### src/rtl/pc_flags_unit.sv
// Program-counter and status-flag stage: holds PC and {V,C,N,Z} flags, resolves
// jumps against the registered flags, counts retired instructions, halts on jump-to-self.
module pc_flags_unit #(
  parameter int                     PC_WIDTH  = 8,
  parameter logic [PC_WIDTH-1:0]    RESET_PC  = '0,
  parameter int                     RET_WIDTH = 16
) (
  input  logic                  clk,
  input  logic                  rst_n,
  input  logic                  stall,
  input  logic                  flags_write,
  input  logic                  is_jz,
  input  logic                  is_jnz,
  input  logic                  is_jg,
  input  logic                  is_jl,
  input  logic                  is_jump,
  input  logic [PC_WIDTH-1:0]   jump_target,
  input  logic                  alu_zero,
  input  logic                  alu_sign,
  input  logic                  alu_carry,
  input  logic                  alu_overflow,
  output logic [PC_WIDTH-1:0]   pc,
  output logic [3:0]            flags,
  output logic                  branch_taken,
  output logic                  halted,
  output logic [RET_WIDTH-1:0]  retired_count
);

  localparam logic [PC_WIDTH-1:0]  PC_ONE  = {{(PC_WIDTH-1){1'b0}}, 1'b1};
  localparam logic [RET_WIDTH-1:0] RET_ONE = {{(RET_WIDTH-1){1'b0}}, 1'b1};

  logic flag_z;
  logic flag_n;
  logic flag_v;
  logic less;
  logic greater;
  logic cond_taken;
  logic advance;
  logic self_jump;

  // Conditions always come from the registered flags, so a same-cycle flag update
  // never affects the branch decision of its own instruction.
  always_comb begin
    flag_z     = flags[0];
    flag_n     = flags[1];
    flag_v     = flags[3];
    less       = flag_n ^ flag_v;
    greater    = ~flag_z & ~less;
    cond_taken = is_jump | (is_jz & flag_z) | (is_jnz & ~flag_z)
               | (is_jg & greater) | (is_jl & less);
    if (halted) begin
      branch_taken = 1'b0;
    end else begin
      branch_taken = cond_taken;
    end
    advance   = ~stall & ~halted;
    self_jump = branch_taken & (jump_target == pc);
  end

  // Architectural state update; reset dominates stall and halt.
  always_ff @(posedge clk) begin
    if (!rst_n) begin
      pc            <= RESET_PC;
      flags         <= 4'b0000;
      halted        <= 1'b0;
      retired_count <= '0;
    end else if (advance) begin
      pc            <= branch_taken ? jump_target : pc + PC_ONE;
      retired_count <= retired_count + RET_ONE;
      if (flags_write) begin
        flags <= {alu_overflow, alu_carry, alu_sign, alu_zero};
      end else begin
        flags <= flags;
      end
      if (self_jump) begin
        halted <= 1'b1;
      end else begin
        halted <= halted;
      end
    end else begin
      pc            <= pc;
      flags         <= flags;
      halted        <= halted;
      retired_count <= retired_count;
    end
  end

endmodule
### config.mk
export PLATFORM = sky130hd
export DESIGN_NAME = pc_flags_unit
export DESIGN_NICKNAME = d
export VERILOG_FILES = /design/src/rtl/pc_flags_unit.sv
export SDC_FILE = /design/constraint.sdc
export NUM_CORES = 1
export LEC_CHECK = 0
export CAP_MARGIN = 5
export CORE_UTILIZATION = 46
export DETAILED_ROUTE_END_ITERATION = 10
export PLACE_DENSITY = 0.82
export REMOVE_ABC_BUFFERS = 1
export SYNTH_ARGS = -nofsm -noshare
export SYNTH_HDL_FRONTEND = slang
export SYNTH_SLANG_ARGS = --single-unit
### constraint.sdc
create_clock -name clk -period 2.1 [get_ports clk]
set_clock_uncertainty 0.15 [all_clocks]
set_input_delay 0.42 -clock clk [delete_from_list [all_inputs] [get_ports clk]]
set_output_delay 0.42 -clock clk [all_outputs]
set_load 0.02 [all_outputs]
==> out/metrics.cfg, run 1 <==
[run_status]
run_status = finished, final reports clean

[routing]
drt-total-wl_um = 4414
drt_iter0_drc = 109
antenna_left = 0
wl_per_cell_um = 14.42
drc = 0
firstDrtPassIters = 4
vias = 1684
vias_per_cell = 5.503

[finish]
synthToLayoutAreaGrowth_pct = 53.84
layout_common_cells = 44 x clkdlybuf4s50_1, 28 x dfxtp_1, 24 x buf_4
final_layout_size_suffix_gt1_share_pct = 16.03
num_antenna_cells = 0
fill_cells = 243
layout.nets = 284
layout_commonest_cell = clkdlybuf4s50_1

[floorplanning]
die-area_um2 = 3637
coreArea_um2 = 3128
ioPinCount = 51
rows = 20
die_y_um = 60.31
start_util_pct = 50.00
die_w_um = 60.31

[synthesis]
ys.flop_type = dfxtp_1
synth_area_um2 = 1564
synth.distinct_cells = 36
yosysWarnings = 0
avgSynthCellArea_um2 = 8.364
synthArstFlopShare_pct = 0
synth_edf_count = 0
synthCells = 187
ys_seq_elements = 29
ys_seq_area_share_pct = 37.12

[critical_path]
max_stage_delay_ns = 0.39
critPathCaptureType = output port
rr_startpoint = flags[1]
crit_end = branch_taken
r2r_end = pc[0]
slowest_stage = clkdlybuf4s50_1
worst_ep_required_time_ns = 1.53
critical_path.cell_chain = clkdlybuf4s50_1, nor2b_2, mux2i_1, a21o_1, inv_2, buf_6
critPathKind = in -> out
worst_setup_path_start_kind = primary input
reg2reg_setup_slack_ns = 0.20
critical_path_buf_inv_count = 3
crit_family = buffers and inverters
worst_ep_arrival_time_ns = 1.48
cp_max_fo = 2
worst-path-stages = 6
cp-startpoint = is_jg
reg2regPathDepth = 5

[placement]
place_ws_ns = -0.4601
io_buffers = 50
routabilityCongestion = 0.8260
dp_hpwl_um = 3154

[pwr]
power.leakage_nw = 0.9204
power.density_nw_per_um2 = 561.5
vdd_ir_drop_max_v = 0.0004197
p_total_mw = 1.351

[global_routing]
grt_pass1_wl_um = 6982
grt_antenna_before_repair = 0
grt_max_degree = 20
grt-ovfl-total = 0
grt_pass1_vias = 1552
grt.total_usage_pct = 26.58

[clock_network]
cts_tree = done
clk_pin_slew_ns = 0.09
clock_latency_ns = 0.34
cts.sinks = 29
htreeDepth = 2
root_buffer = clkbuf_4
cts_made_buffers = 5
clockBufferDepth = 2

[timing]
hold_viol = 0
fin_crit_sh_pct = 97.63
fmax_mhz = 487.8
worst_slack_ns = 0.04979
slew_viol_final = 0
rsz0062_at_grt = true
slew_headroom_pct = 72.48
setup_viol = 0
worst_pin_slew_ns = 0.4024
period_needed_ns = 2.050

[job]
drv_cap = 0

[worst_hold_path]
worstHoldPathType = reg -> reg

[final cells by class]
class / count / area (um2) / area share [%]
clock buffers: 7 / 55.05 / 2.288
inverters: 4 / 15.01 / 0.6240
well taps: 44 / 55.05 / 2.288
clock inverters: 1 / 30.03 / 1.248
repair buffers: 75 / 714.4 / 29.69
flip-flops and latches: 29 / 581.8 / 24.18
multi-input cells: 146 / 954.7 / 39.68
[power by group]
| part | leakage, nW | internal [mW] | total, mW | switching [mW] |
|---|---|---|---|---|
| sequential | 0.236 | 0.568 | 0.591 | 0.0232 |
| clock | 0.0455 | 0.284 | 0.484 | 0.200 |
| combinational | 0.638 | 0.148 | 0.276 | 0.128 |
| total | 0.920 | 1.00 | 1.35 | 0.350 |
[flip-flops by register name, summed over array words and instances, names as in the netlist]
name and flops:
retired_count 16, pc 8, flags 4, halted 1
[how the worst min path moves through the flow]
stage             start  endpoint  slack, ns  depth (start not counted)
5_1_grt        flags[2]  flags[2]       0.33                          2
4_1_cts        flags[2]  flags[2]       0.32                          2
3_5_place_dp   flags[2]  flags[2]       0.31                          2
2_1_floorplan  flags[2]  flags[2]       0.38                          2
6_report       flags[2]  flags[2]       0.32                          2
3_3_place_gp   flags[2]  flags[2]       0.30                          2
[cells by family after synthesis]
kind of cell / count (synthesis) / synth area share, %
AO/OA/AOI/OAI: 42 / 17.28
XOR/XNOR: 19 / 10.64
adder cells (fa/ha/maj): 2 / 1.600
buffers and inverters: 12 / 2.960
flip-flops: 29 / 37.12
multiplexers: 5 / 3.840
AND/OR/NAND/NOR: 78 / 26.56
[metrics by stage]
stage	cells	instance area, um2	util, %	hold slack, ns	setup TNS (ns)
finish	306	2406	76.92	0.3150	0
global route	306	2406	76.92	0.3338	-0.009339
CTS	305	2371	75.80	0.3200	0
detailed placement	296	2273	72.68	0.3102	-1.519
global placement	296	2273	72.68	0.2985	-1.104
floorplan	179	1533	-	0.3836	0
[tightest hold or removal path, cell delays in order (launching register included)]
cell	delay (ns)
dfxtp_1	0.32
nand2_1	0.05
a21oi_1	0.05
[what timing repair did]
item | 4_1_cts | 5_1_grt
cloned | 0 | 0
setup endpoints to repair | 1 | 4
gates resized for setup | 7 | 10
pin swaps | 1 | 2
hold buffers | 0 | 0
buffers inserted | 1 | 1
[synthesized netlist by cell type (2+ instances only)]
cell type,n,area [um2]
o21ai_0,7,35.03
a211oi_1,2,15.01
ha_1,2,25.02
xor2_1,8,70.07
o211ai_1,9,67.56
and2_1,5,31.28
nand4_1,7,43.79
nor2b_1,2,12.51
nor3b_1,2,15.01
or4_1,6,45.04
nor2_1,11,41.29
nand3_1,11,55.05
dfxtp_1,29,580.6
a31oi_1,7,43.79
inv_1,4,15.01
o31ai_1,3,22.52
a21oi_1,9,45.04
a211o_1,2,17.52
clkbuf_1,7,26.28
mux2i_1,3,30.03
xnor2_1,11,96.34
and4bb_2,2,25.02
mux2_4,2,30.03
nand2_1,22,82.58
nor3_1,3,15.01
[per-layer routing]
layer	GRT usage (%)	part of all wire [%]	vias up
met5	0	0	-
met3	6.710	4.8	6
met4	13.29	1.9	0
met2	42.86	50	61
met1	32.76	43	790
li1	-	-	827
(Power assumes the default switching activity.)
==> run 2: changes to the inputs <==
--- a/config.mk
+++ b/config.mk
@@ -8,6 +8,7 @@
 export CAP_MARGIN = 5
 export CORE_UTILIZATION = 46
 export DETAILED_ROUTE_END_ITERATION = 10
+export HOLD_SLACK_MARGIN = 0.12
 export PLACE_DENSITY = 0.82
 export REMOVE_ABC_BUFFERS = 1
 export SYNTH_ARGS = -nofsm -noshare
==> results of run 2 <==
The final DEF is identical to that of run 1; final timing and power are the same.
